[config.mk]
export PLATFORM = sky130hd
export DESIGN_NAME = operand_fetch_flat
export DESIGN_NICKNAME = d
export VERILOG_FILES = /design/src/rtl/operand_fetch_if.sv /design/src/rtl/operand_fetch.sv /design/src/flat_wrapper.sv
export SDC_FILE = /design/constraint.sdc
export NUM_CORES = 1
export LEC_CHECK = 0
export CORE_ASPECT_RATIO = 0.8
export CORE_MARGIN = 1.5
export CORE_UTILIZATION = 55
export DETAILED_ROUTE_END_ITERATION = 7
export PLACE_DENSITY = 0.8
export SYNTH_ARGS = -nofsm -noshare
export SYNTH_HDL_FRONTEND = slang
export SYNTH_SLANG_ARGS = --single-unit
[constraint.sdc]
create_clock -name Clk -period 4.2 [get_ports Clk]
set_input_delay 1.26 -clock Clk [delete_from_list [all_inputs] [get_ports Clk]]
set_output_delay 1.26 -clock Clk [all_outputs]
set_load 0.005 [all_outputs]
[src/rtl/operand_fetch_if.sv]
// Operand fetch bus: decoded-instruction input, ALU operand output, writeback and scoreboard view.
// The DUT uses the slave modport; the issuing/consuming side uses master.
interface operand_fetch_if #(
    parameter int W   = 8,
    parameter int Ops = 4,
    parameter int RA  = 3
);
    logic              InValid;
    logic              InReady;
    logic [Ops-1:0]    InOP;
    logic [RA-1:0]     InSrcA;
    logic [RA-1:0]     InSrcB;
    logic              InUseImm;
    logic [W-1:0]      InImm;
    logic [RA-1:0]     InDst;
    logic              InWrEn;
    logic              OutValid;
    logic              OutReady;
    logic [W-1:0]      InputA;
    logic [W-1:0]      InputB;
    logic [Ops-1:0]    OP;
    logic [RA-1:0]     OutDst;
    logic              OutWrEn;
    logic              WbEn;
    logic [RA-1:0]     WbAddr;
    logic [W-1:0]      WbData;
    logic [(1<<RA)-1:0] Busy;

    modport master (
        output InValid, InOP, InSrcA, InSrcB, InUseImm, InImm, InDst, InWrEn,
        output OutReady, WbEn, WbAddr, WbData,
        input  InReady, OutValid, InputA, InputB, OP, OutDst, OutWrEn, Busy
    );

    modport slave (
        input  InValid, InOP, InSrcA, InSrcB, InUseImm, InImm, InDst, InWrEn,
        input  OutReady, WbEn, WbAddr, WbData,
        output InReady, OutValid, InputA, InputB, OP, OutDst, OutWrEn, Busy
    );
endinterface

[src/rtl/operand_fetch.sv]
// Operand fetch stage: register file + per-register scoreboard feeding a registered ALU operand stage.
// Define OPFETCH_BYPASS_EN to forward same-cycle writebacks into reads and hazard release.

module operand_fetch_entry #(
    parameter int W = 8
) (
    input  logic         Clk,
    input  logic         Reset,
    input  logic         wr,
    input  logic [W-1:0] wdata,
    input  logic         set,
    output logic [W-1:0] data,
    output logic         busy
);
    always_ff @(posedge Clk or posedge Reset) begin
        if (Reset) begin
            data <= '0;
            busy <= 1'b0;
        end else begin
            if (wr) data <= wdata;
            // an issue claiming this register outranks a writeback releasing it
            if (set)     busy <= 1'b1;
            else if (wr) busy <= 1'b0;
        end
    end
endmodule

module operand_fetch #(
    parameter int W   = 8,
    parameter int Ops = 4,
    parameter int RA  = 3
) (
    input logic             Clk,
    input logic             Reset,
    operand_fetch_if.slave  bus
);
    localparam int N = 1 << RA;

    logic [N-1:0][W-1:0] regs;
    logic [N-1:0]        busy, wb_hit, set_bit, pend;
    logic                hazard, accept, in_ready;
    logic [W-1:0]        opa, opb;

    logic                out_vld, out_wr;
    logic [W-1:0]        out_a, out_b;
    logic [Ops-1:0]      out_op;
    logic [RA-1:0]       out_dst;

    assign accept = bus.InValid && in_ready;

    for (genvar i = 0; i < N; i++) begin : g_ent
        assign wb_hit[i]  = bus.WbEn && (bus.WbAddr == RA'(i));
        assign set_bit[i] = accept && bus.InWrEn && (bus.InDst == RA'(i));
`ifdef OPFETCH_BYPASS_EN
        assign pend[i] = busy[i] && !wb_hit[i];
`else
        assign pend[i] = busy[i];
`endif
        operand_fetch_entry #(.W(W)) u_ent (
            .Clk   (Clk),
            .Reset (Reset),
            .wr    (wb_hit[i]),
            .wdata (bus.WbData),
            .set   (set_bit[i]),
            .data  (regs[i]),
            .busy  (busy[i])
        );
    end

    assign hazard   = pend[bus.InSrcA]
                    | (!bus.InUseImm && pend[bus.InSrcB])
                    | (bus.InWrEn && pend[bus.InDst]);
    assign in_ready = !hazard && (!out_vld || bus.OutReady);

    always_comb begin
        opa = regs[bus.InSrcA];
        opb = regs[bus.InSrcB];
`ifdef OPFETCH_BYPASS_EN
        if (bus.WbEn && bus.WbAddr == bus.InSrcA) opa = bus.WbData;
        if (bus.WbEn && bus.WbAddr == bus.InSrcB) opb = bus.WbData;
`endif
        if (bus.InUseImm) opb = bus.InImm;
    end

    always_ff @(posedge Clk or posedge Reset) begin
        if (Reset) begin
            out_vld <= 1'b0;
            out_wr  <= 1'b0;
            out_a   <= '0;
            out_b   <= '0;
            out_op  <= '0;
            out_dst <= '0;
        end else if (accept) begin
            out_vld <= 1'b1;
            out_wr  <= bus.InWrEn;
            out_a   <= opa;
            out_b   <= opb;
            out_op  <= bus.InOP;
            out_dst <= bus.InDst;
        end else if (out_vld && bus.OutReady) begin
            out_vld <= 1'b0;
        end
    end

    assign bus.InReady  = in_ready;
    assign bus.OutValid = out_vld;
    assign bus.OutWrEn  = out_wr;
    assign bus.InputA   = out_a;
    assign bus.InputB   = out_b;
    assign bus.OP       = out_op;
    assign bus.OutDst   = out_dst;
    assign bus.Busy     = busy;
endmodule

[src/flat_wrapper.sv]
// flat-port wrapper written by rule: the top's interface ports become plain ports
module operand_fetch_flat 
#(
    parameter int W   = 8,
    parameter int Ops = 4,
    parameter int RA  = 3
)
  (Clk, Reset, bus_InValid, bus_InOP, bus_InSrcA, bus_InSrcB, bus_InUseImm, bus_InImm, bus_InDst, bus_InWrEn, bus_OutReady, bus_WbEn, bus_WbAddr, bus_WbData, bus_InReady, bus_OutValid, bus_InputA, bus_InputB, bus_OP, bus_OutDst, bus_OutWrEn, bus_Busy);
  operand_fetch_if #(.W(W), .Ops(Ops), .RA(RA)) bus_i ();
  input logic Clk;
  input logic Reset;
  input wire logic [$bits(bus_i.InValid)-1:0] bus_InValid;
  input wire logic [$bits(bus_i.InOP)-1:0] bus_InOP;
  input wire logic [$bits(bus_i.InSrcA)-1:0] bus_InSrcA;
  input wire logic [$bits(bus_i.InSrcB)-1:0] bus_InSrcB;
  input wire logic [$bits(bus_i.InUseImm)-1:0] bus_InUseImm;
  input wire logic [$bits(bus_i.InImm)-1:0] bus_InImm;
  input wire logic [$bits(bus_i.InDst)-1:0] bus_InDst;
  input wire logic [$bits(bus_i.InWrEn)-1:0] bus_InWrEn;
  input wire logic [$bits(bus_i.OutReady)-1:0] bus_OutReady;
  input wire logic [$bits(bus_i.WbEn)-1:0] bus_WbEn;
  input wire logic [$bits(bus_i.WbAddr)-1:0] bus_WbAddr;
  input wire logic [$bits(bus_i.WbData)-1:0] bus_WbData;
  output wire logic [$bits(bus_i.InReady)-1:0] bus_InReady;
  output wire logic [$bits(bus_i.OutValid)-1:0] bus_OutValid;
  output wire logic [$bits(bus_i.InputA)-1:0] bus_InputA;
  output wire logic [$bits(bus_i.InputB)-1:0] bus_InputB;
  output wire logic [$bits(bus_i.OP)-1:0] bus_OP;
  output wire logic [$bits(bus_i.OutDst)-1:0] bus_OutDst;
  output wire logic [$bits(bus_i.OutWrEn)-1:0] bus_OutWrEn;
  output wire logic [$bits(bus_i.Busy)-1:0] bus_Busy;
  assign bus_i.InValid = bus_InValid;
  assign bus_i.InOP = bus_InOP;
  assign bus_i.InSrcA = bus_InSrcA;
  assign bus_i.InSrcB = bus_InSrcB;
  assign bus_i.InUseImm = bus_InUseImm;
  assign bus_i.InImm = bus_InImm;
  assign bus_i.InDst = bus_InDst;
  assign bus_i.InWrEn = bus_InWrEn;
  assign bus_i.OutReady = bus_OutReady;
  assign bus_i.WbEn = bus_WbEn;
  assign bus_i.WbAddr = bus_WbAddr;
  assign bus_i.WbData = bus_WbData;
  assign bus_InReady = bus_i.InReady;
  assign bus_OutValid = bus_i.OutValid;
  assign bus_InputA = bus_i.InputA;
  assign bus_InputB = bus_i.InputB;
  assign bus_OP = bus_i.OP;
  assign bus_OutDst = bus_i.OutDst;
  assign bus_OutWrEn = bus_i.OutWrEn;
  assign bus_Busy = bus_i.Busy;
  operand_fetch #(.W(W), .Ops(Ops), .RA(RA)) u_core (.Clk(Clk), .Reset(Reset), .bus(bus_i));
endmodule
==> results of run 1 <==
[power by group through the flow]
stage                     clock (mW)  sequential [mW]  combinational [mW]
after detailed placement           0             1.42                1.06
after global placement             0             1.40                1.03
after CTS                      0.844             1.41                1.06
final                          0.832             1.41                1.05
after floorplan                    0             1.37               0.659
after global routing           0.885             1.45                1.12
[cells by family (layout without fill, tap and decap cells)]
group	after synthesis	count (layout)	share of synthesized area
mux	144	144	0.4110
flops	97	97	0.4777
buf+inv	36	119	0.04408
simple gates	33	33	0.03768
compound gates	20	20	0.02955
[flip-flops by register name, summed over array words and instances, names as in the netlist]
name / flops
u_core.bus.InputA: 8
u_core.bus.InputB: 8
u_core.bus.OP: 4
u_core.bus.OutDst: 3
u_core.bus.OutValid: 1
u_core.bus.OutWrEn: 1
u_core.g_ent.u_ent.busy: 8
u_core.g_ent.u_ent.data: 64
[final cells by class]
class	instances	area [um2]
inverter	8	31.28
tap	115	143.9
clock buffer	10	239.0
sequential	97	2427
multi-input combinational	197	2431
timing repair buffer	96	917.1
fill	641	2746
clock inverter	5	62.56
[timing repair]
| action | 4_1_cts | 5_1_grt |
|---|---|---|
| endpoints found under the setup margin | 1 | 0 |
| gates resized for setup | 11 | 0 |
| hold buffers | 0 | 0 |
[through the flow]
| step | instances | utilization |
|---|---|---|
| floorplan | 330 | - |
| global placement | 513 | 0.6623 |
| detailed placement | 513 | 0.6623 |
| CTS | 528 | 0.6948 |
| global route | 528 | 0.6948 |
| finish | 528 | 0.6948 |
[cell usage in the layout (no fill, tap or decap), types with 2 or more instances in the layout]
| cell type | count |
|---|---|
| dfrtp_1 | 97 |
| mux2_2 | 76 |
| clkdlybuf4s50_1 | 66 |
| mux4_2 | 36 |
| buf_4 | 22 |
| mux2_4 | 20 |
| mux2i_1 | 11 |
| nand2_1 | 10 |
| clkbuf_16 | 9 |
| o21ai_0 | 8 |
| a32o_1 | 8 |
| inv_1 | 6 |
| dlygate4sd2_1 | 4 |
| nor2b_1 | 3 |
| nand3_1 | 3 |
| and3_1 | 3 |
| nor3_1 | 2 |
| a31oi_1 | 2 |
| inv_6 | 2 |
| clkinvlp_4 | 2 |
| buf_12 | 2 |
[how the worst max path moves through the flow]
stage                       start                    to  slack [ns]  depth (start not counted)
floorplan                   Reset  u_core.bus.InputA[0]        0.41                          1
global placement    bus_InSrcB[0]           bus_InReady       -0.49                          6
detailed placement  bus_InSrcB[0]           bus_InReady       -0.47                          6
CTS                  bus_InDst[1]           bus_InReady        0.20                          6
global route         bus_InDst[1]           bus_InReady        0.13                          6
finish               bus_InDst[1]           bus_InReady        0.18                          6
[per-layer routing]
metal	share of wire	wire length, um
met3	0.060	691
met2	0.50	5759
met1	0.43	4952
met5	0	0
met4	0.011	125
[critical path: stages]
cell	delay (ns)
clkdlybuf4s15_2	0.21
mux4_2	0.49
and3_1	0.19
a31oi_1	0.20
and3_1	0.18
dlygate4sd2_1	0.23
==> results.md, run 1 <==
* Status: finished, final reports clean
* Setup slack at placement at -0.4730 ns
* Hold crit path type: reg2reg
* Final setup vio count at 0
* Slew @ Worst Pin at 0.7406 ns
* Setup TNS at 0 ns
* Nets at 448
* Clk_lat worst skew at 0.34 ns
* Worst Reg2Reg Path Length in Cells at 6
* Clock sinks at 97
* I/O pin count at 73
* Starting Density at 0.5647
* Switching share of power at 0.2650
* Via density at 6.119
* Clock Power Share at 0.252
* Vias at 3231
* Hold slack final at 0.5049 ns
* Most used DFF post-synth: dfrtp_1
* PnR worst setup slack at 0.1803 ns
* WL/cell at 21.84 um
* Worst-path clk slew at 0.07 ns
* Grt met3 use at 0.05288
* Die width at 110.5 um
* WS Path Type: in2out
* M2 GR Usage at 0.4074
* EDFF count, synth at 0
* Grt total ovfl at 0
* CTS Buf Count at 9
* Syn Inst Count at 330
* Post-DP Area at 5959 um2
* DR DRC count at 0
* Hold Path Origin: u_core.bus.InputA[0]
* Post-synth top area cell: dfrtp_1
* Setup bufs post-CTS at 0
* Worst Setup End Kind: output pin
* Yosys top cell area share at 0.4777
* Pre-antenna DRT Iters at 4
* Seq pwr share at 0.429
* CTS root buf: clkbuf_16
* Unrepaired setup endpoints after global routing: false
* Die Y at 88.97 um
* Antenna cell count at 0
* Routed Antenna Nets at 0
* GR Util met1 at 0.3437
* Largest net degree at the start of global routing at 98
* Post-Syn Area at 5081 um2
* Final Max Tran Viols at 0
* Distinct cells, synth at 36
* Clk_skew at 0.01046 ns
* Required @ worst endpoint at 2.94 ns
* Worst hold path depth at 1
* First-pass GRT wire length at 18300 um
* Mapped Nets at 369
* Worst r2r src: u_core.g_ent[5].u_ent.busy
* RR Endpoint: u_core.bus.OutDst[1]
* Asr flop ratio synth at 1.000
* Startpoint types: input pin
* Tot GR Track Use at 0.2490
* Vias in the first global route at 3270
* FMAX at 248.8 MHz
* Reg2Reg Setup Slack at 1.70 ns
* Sequential-to-total area share from yosys stat at 0.4777
* Final hold viol count at 0
* Port Buffer Count at 72
* Most numerous cell in the Yosys netlist: dfrtp_1
* 1st-iter DRT viols at 157
* Cell Rows at 31
* Total power at 3.295 mW
* Gpl congestion at 0.8292
* Top Usage Layer GRT: met2
* Top cells by area, synth: dfrtp_1 (48%), mux2_2 (17%), mux4_2 (16%)
* Layout cell share with drive strength beyond 1 at 0.4334
* Fin crit period at 4.020 ns
* Die Area at 9828 um2
* Net Switching at 0.8732 mW
* Core outline area at 8999 um2
* Initial antenna violation count at 0
* Register bit total from synthesis at 97
* Arr. time, crit path at 2.76 ns
* Mean post-synth cell area at 15.40 um2
* Commonest cells in the netlist: dfrtp_1 (97), mux2_2 (76), mux4_2 (36)
* Sum of routed wire length over all layers at 11530 um
* Combinational fraction of design power at 0.319
* PD cells at 527.1 nW/um2
* Final instance area at 6252 um2
* Clock Tree Buf Depth at 2
* DP HPWL at 7845 um
* Maxcap violations at 0
* Internal at 2.422 mW
* Crit Path Max Fanout at 3
* Area Overhead vs Synth at 23.05%
* Max-slew headroom at 0.5037
* Hold EP: u_core.bus.InputA[0]
* CTS tree: yes
* Lkg Pwr at 2.624 nW
* YS warnings at 0
* Final Cycle Share at 0.9571
* VDD IR max at 0.2509 mV
* CTS H-tree lvls at 3
Power figures use the tool's default switching activity.
==> run 2, diff against run 1 <==
SETUP_SLACK_MARGIN = 0.2   (was not set)
==> run 2 against run 1 <==
- total power about the same
- die area stayed put
- combinational power is essentially flat
- critical path depth stayed put
- clock skew down 0.00051 ns
- core utilization rose by 0.18 points
- flip-flop and latch count did not move
- global-route usage stayed put
- wire length fell by 0.11%
- highest routed layer unchanged
==> results.md, run 2 (synthesis gave the netlist of run 1 again) <==
* Fill count at 635 (-0.94%)
* Antenna cell count at 0 (unchanged)
* Fin crit period at 3.947 ns (-0.07269 ns)
* Total power at 3.298 mW (about the same)
* Layout cell share with drive strength beyond 1 at 0.4383 (+0.004843)
* PD cells at 526.1 nW/um2 (-0.19%)
* Core outline area at 8999 um2 (unchanged)
* Cell Rows at 31 (unchanged)
* WS Path Type: in2out
* DR DRC count at 0 (unchanged)
* CTS tree: yes
* Largest net degree at the start of global routing at 98 (unchanged)
* Worst hold path depth at 1 (unchanged)
* Slew @ Worst Pin at 0.7378 ns (-0.002778 ns)
* Tot GR Track Use at 0.2490 (unchanged)
* CTS root buf: clkbuf_16
* Most common cell after layout, fill and taps aside: dfrtp_1
* Pre-antenna DRT Iters at 4 (unchanged)
* Clock sinks at 97 (unchanged)
* Die Y at 88.97 um (unchanged)
* Fin util at 0.6966 (+0.001807)
* Area taken by multi-input logic gates at 2442 um2 (+0.46%)
* Hold crit path type: reg2reg
* Vias in the first global route at 3270 (unchanged)
* Placed insts at 513 (unchanged)
* Vias at 3224 (-0.22%)
* Unrepaired setup endpoints after global routing: false
* Final Max Tran Viols at 0 (unchanged)
* Max FFs per register at 64 (unchanged)
* I/O pin count at 73 (unchanged)
* Status: finished, final reports clean
* Arr. time, crit path at 2.69 ns (-0.07 ns)
* Gpl congestion at 0.8292 (unchanged)
* Final Cycle Share at 0.9398 (-0.01731)
* Final hold viol count at 0 (unchanged)
* Hold Path Origin: u_core.bus.InputA[0]
* Worst-path clk slew at 0.07 ns (about the same)
* Via density at 6.106 (-0.22%)
* Non-filler instance count after layout at 528 (unchanged)
* Die width at 110.5 um (unchanged)
* Area Overhead vs Synth at 23.37%
* Die Area at 9828 um2 (unchanged)
* Sum of routed wire length over all layers at 11520 um (-0.11%)
* Hold EP: u_core.bus.InputA[0]
* Crit Path Max Fanout at 3 (unchanged)
* CTS Buf Count at 9 (unchanged)
* Lkg Pwr at 2.623 nW (about the same)
* Final setup vio count at 0 (unchanged)
* Setup TNS at 0 ns (unchanged)
* Top reg by flops: u_core.g_ent.u_ent.data
* Worst Reg2Reg Path Length in Cells at 6 (unchanged)
* Clk_skew at 0.009946 ns (-0.0005097 ns)
* Setup slack at placement at -0.4730 ns (unchanged)
* Startpoint types: input pin
* DP HPWL at 7845 um (unchanged)
* Maxcap violations at 0 (unchanged)
* VDD IR max at 0.2508 mV (about the same)
* Initial antenna violation count at 0 (unchanged)
* 1st-iter DRT viols at 147 (-6.4%)
* Grt total ovfl at 0 (unchanged)
* Nets at 448 (unchanged)
* Worst r2r src: u_core.g_ent[5].u_ent.busy
* Clock Tree Buf Depth at 2 (unchanged)
* Required @ worst endpoint at 2.94 ns (about the same)
* First-pass GRT wire length at 18300 um (unchanged)
* FMAX at 253.4 MHz (+1.8%)
* Worst Setup End Kind: output pin
* Reg2Reg Setup Slack at 1.73 ns (+0.03 ns)
* Reg area at 2427 um2 (unchanged)
* CTS H-tree lvls at 3 (unchanged)
* Port Buffer Count at 72 (unchanged)
* RR Endpoint: u_core.bus.OutDst[1]
* Starting Density at 0.5647 (unchanged)
* Routed Antenna Nets at 0 (unchanged)
* Hold-fix buffers, CTS at 0 (unchanged)
* Commonest non-fill, non-tap cells in the layout: dfrtp_1 (97), mux2_2 (76), clkdlybuf4s50_1 (66)
* Max-slew headroom at 0.5055 (+0.001861)
* Clk_lat worst skew at 0.34 ns (about the same)
* WL/cell at 21.81 um (-0.11%)
* PnR worst setup slack at 0.2530 ns (+0.07269 ns)
run 2: worst max path at each step:
stage / slack [ns] / start / to / depth (start not counted)
after floorplan: 0.41 / Reset / u_core.bus.InputA[0] / 1
after global placement: -0.49 / bus_InSrcB[0] / bus_InReady / 6
after detailed placement: -0.47 / bus_InSrcB[0] / bus_InReady / 6
after CTS: 0.22 / bus_InDst[1] / bus_InReady / 6
after global routing: 0.20 / bus_InDst[1] / bus_InReady / 6
final: 0.25 / bus_InDst[1] / bus_InReady / 6
run 2: routing by layer:
layer	vias to the layer above	global-route usage	wire length [um]
li1	1412	-	-
met1	1678	0.3437	4950
met2	114	0.4074	5665
met3	20	0.05288	707
met4	0	0.07925	192
met5	-	0	0
run 2: through the flow:
stage	instance area (um2)	hold slack, ns
floorplan	5081	0.4828
global placement	5959	0.4763
detailed placement	5959	0.4802
CTS	6254	0.5073
global route	6269	0.5245
finish	6269	0.5049
run 2: cell type report:
class,count,area share
flip-flops and latches,97,0.3872
clock buffers,10,0.03812
multi-input cells,197,0.3896
well taps,115,0.02295
repair buffers,96,0.1471
clock inverters,5,0.009980
inverters,8,0.004990
run 2: power by group:
group / total, mW / switching, mW / internal [mW]
sequential: 1.41 / 0.204 / 1.21
combinational: 1.05 / 0.317 / 0.738
clock: 0.831 / 0.352 / 0.479
total: 3.30 / 0.873 / 2.42
run 2: worst max-delay path: stages:
cell and delay, ns:
clkdlybuf4s15_2 0.21, mux4_2 0.49, and3_4 0.19, a31oi_2 0.16
and3_1 0.18, clkdlybuf4s15_1 0.20
run 2: timing repair:
item                       CTS  global route
setup endpoints to repair    1             1
resized for setup           12             3
pin swaps                    2             1
setup buffers                0             0
==> run 3, diff against run 2 <==
CORE_ASPECT_RATIO = not set   (was 0.8)
==> run 3 against run 2 <==
- global-route usage is 0.19 points lower
- clock power decreased by 36%
- hold slack worse by 0.010 ns
- cell count shrank 1.1%
- total power decreased by 9.2%
- sequential power about the same
- wire length down 0.62%
- combinational power about the same
- highest routed layer unchanged
==> results.md, run 3 (synthesis gave the netlist of run 1 again) <==
* Status: finished, final reports clean
* Unrepaired setup endpoints after global routing: false
* Final Cycle Share at 0.9305 (-0.009220)
* Initial antenna violation count at 0 (unchanged)
* Fill count at 635 (unchanged)
* Maxcap violations at 0 (unchanged)
* Largest net degree at the start of global routing at 35 (-64%)
* Post-DP Area at 5953 um2 (-0.11%)
* VDD IR max at 0.2471 mV (-1.5%)
* CTS tree: yes
* CP top delay family: multiplexers
* Setup bufs post-CTS at 0 (unchanged)
* Antenna cell count at 0 (unchanged)
* Startpoint types: input pin
* Vias in the first global route at 3431 (+4.9%)
* Final Max Tran Viols at 0 (unchanged)
* PnR worst setup slack at 0.2917 ns (+0.03873 ns)
* Critical path buffers and inverters at 2 (unchanged)
* Layout cell share with drive strength beyond 1 at 0.4420 (+0.003772)
* Crit Path Max Fanout at 2 (-1)
* Worst Setup End Kind: output pin
* CP peak stage delay at 0.49 ns (about the same)
* CP max-delay cell: mux4_2
* Hold crit path type: reg2reg
* Worst-path cell chain: clkdlybuf4s15_2 -> mux4_2 -> or2_0 -> a32oi_2 -> and3_1 -> buf_2
* Cell Rows at 34 (+9.7%)
* Arr. time, crit path at 2.65 ns (-0.04 ns)
* Sum of routed wire length over all layers at 11450 um (-0.62%)
* CTS Buf Count at 9 (unchanged)
* Vias at 3234 (+0.31%)
* Area Overhead vs Synth at 20.64%
* Routed Antenna Nets at 0 (unchanged)
* WL/cell at 21.93 um (+0.53%)
* PD cells at 488.7 nW/um2 (-7.1%)
* Clock Tree Buf Depth at 2 (unchanged)
* Worst-path clk slew at 0.08 ns (about the same)
* Port Buffer Count at 72 (unchanged)
* Tot GR Track Use at 0.2470 (-0.001922)
* Required @ worst endpoint at 2.94 ns (about the same)
* CTS root buf: clkbuf_8
* Top reg by flops: u_core.g_ent.u_ent.data
* Pre-antenna DRT Iters at 4 (unchanged)
* CTS H-tree lvls at 3 (unchanged)
* 1st-iter DRT viols at 124 (-16%)
* First-pass GRT wire length at 18570 um (+1.5%)
* DR DRC count at 0 (unchanged)
* Nets at 450 (+0.45%)
* Final hold viol count at 0 (unchanged)
* Most common cell after layout, fill and taps aside: dfrtp_1
* Clk_lat worst skew at 0.36 ns (+0.02 ns)
* Clk_skew at 0.01305 ns (+0.003102 ns)
* Lkg Pwr at 2.574 nW (-1.9%)
* I/O pin count at 73 (unchanged)
* Slew @ Worst Pin at 0.7084 ns (-0.02942 ns)
* Fin crit period at 3.908 ns (-0.03872 ns)
* WS Path Type: in2out
* Starting Density at 0.5742 (+0.009581)
* Die width at 99.12 um (-10%)
* Max-slew headroom at 0.5253 (+0.01972)
* FMAX at 255.9 MHz (+0.99%)
* Setup slack at placement at -0.4201 ns (+0.05296 ns)
* Max FFs per register at 64 (unchanged)
* Commonest non-fill, non-tap cells in the layout: dfrtp_1 (97), mux2_2 (76), clkdlybuf4s50_1 (66)
* Final setup vio count at 0 (unchanged)
* Clock sinks at 97 (unchanged)
* Via density at 6.195 (+1.5%)
* Die Area at 9824 um2 (about the same)
* Grt total ovfl at 0 (unchanged)
* Reg2Reg Setup Slack at 1.76 ns (+0.03 ns)
* DP HPWL at 8167 um (+4.1%)
* Core outline area at 8848 um2 (-1.7%)
* Gpl congestion at 0.8634 (+4.1%)
* Final instance area at 6130 um2 (-2.2%)
* Die Y at 99.12 um (+11%)
[run 3: cell type report]
class                           count  area, um2  area share
Inverter                            8      31.28    0.005103
Sequential cell                    97       2427      0.3960
Clock inverter                      3      18.77    0.003062
Tap cell                          108      135.1     0.02205
Clock buffer                       11      141.4     0.02307
Timing Repair Buffer               98      919.6      0.1500
Multi-Input combinational cell    197       2456      0.4007
[run 3: metal layers]
layer | vias to the layer above | track usage | routed length, um
li1 | 1410 | - | -
met1 | 1717 | 0.3414 | 5048
met2 | 92 | 0.4042 | 5653
met3 | 15 | 0.04357 | 568
met4 | 0 | 0.08017 | 176
met5 | - | 0 | 0
[run 3: final timing paths]
path	startpoint	endpoint	depth (start not counted)
max reg2reg	u_core.g_ent[5].u_ent.busy	u_core.bus.OutDst[0]	6
min	u_core.bus.InputA[0]	u_core.bus.InputA[0]	1
max in group asynchronous	Reset	u_core.g_ent[1].u_ent.busy	3
min in group asynchronous	Reset	u_core.g_ent[2].u_ent.data[6]	2
max	bus_InSrcB[0]	bus_InReady	6
min reg2reg	u_core.bus.InputA[0]	u_core.bus.InputA[0]	1
[run 3: metrics by stage]
step,hold slack [ns],utilization,power [mW],TNS [ns],std cells
floorplan,0.4828,-,2.027,0,330
global placement,0.4764,0.6728,2.434,-0.3904,508
detailed placement,0.4835,0.6728,2.483,-0.4201,508
CTS,0.5033,0.6919,3.002,0,522
global route,0.5143,0.6927,3.148,0,522
finish,0.4947,0.6927,2.996,0,522
[run 3: power by group]
part	switching, mW	leakage, nW	total (mW)	internal, mW
logic	0.319	1.32	1.06	0.738
registers	0.200	1.17	1.41	1.21
clock network	0.308	0.0850	0.532	0.225
[run 3: timing repair]
action,CTS,global route
hold buffers,0,0
resized for setup,14,1
endpoints found under the setup margin,1,1
pin swaps,4,1
hold endpoints to repair,0,0
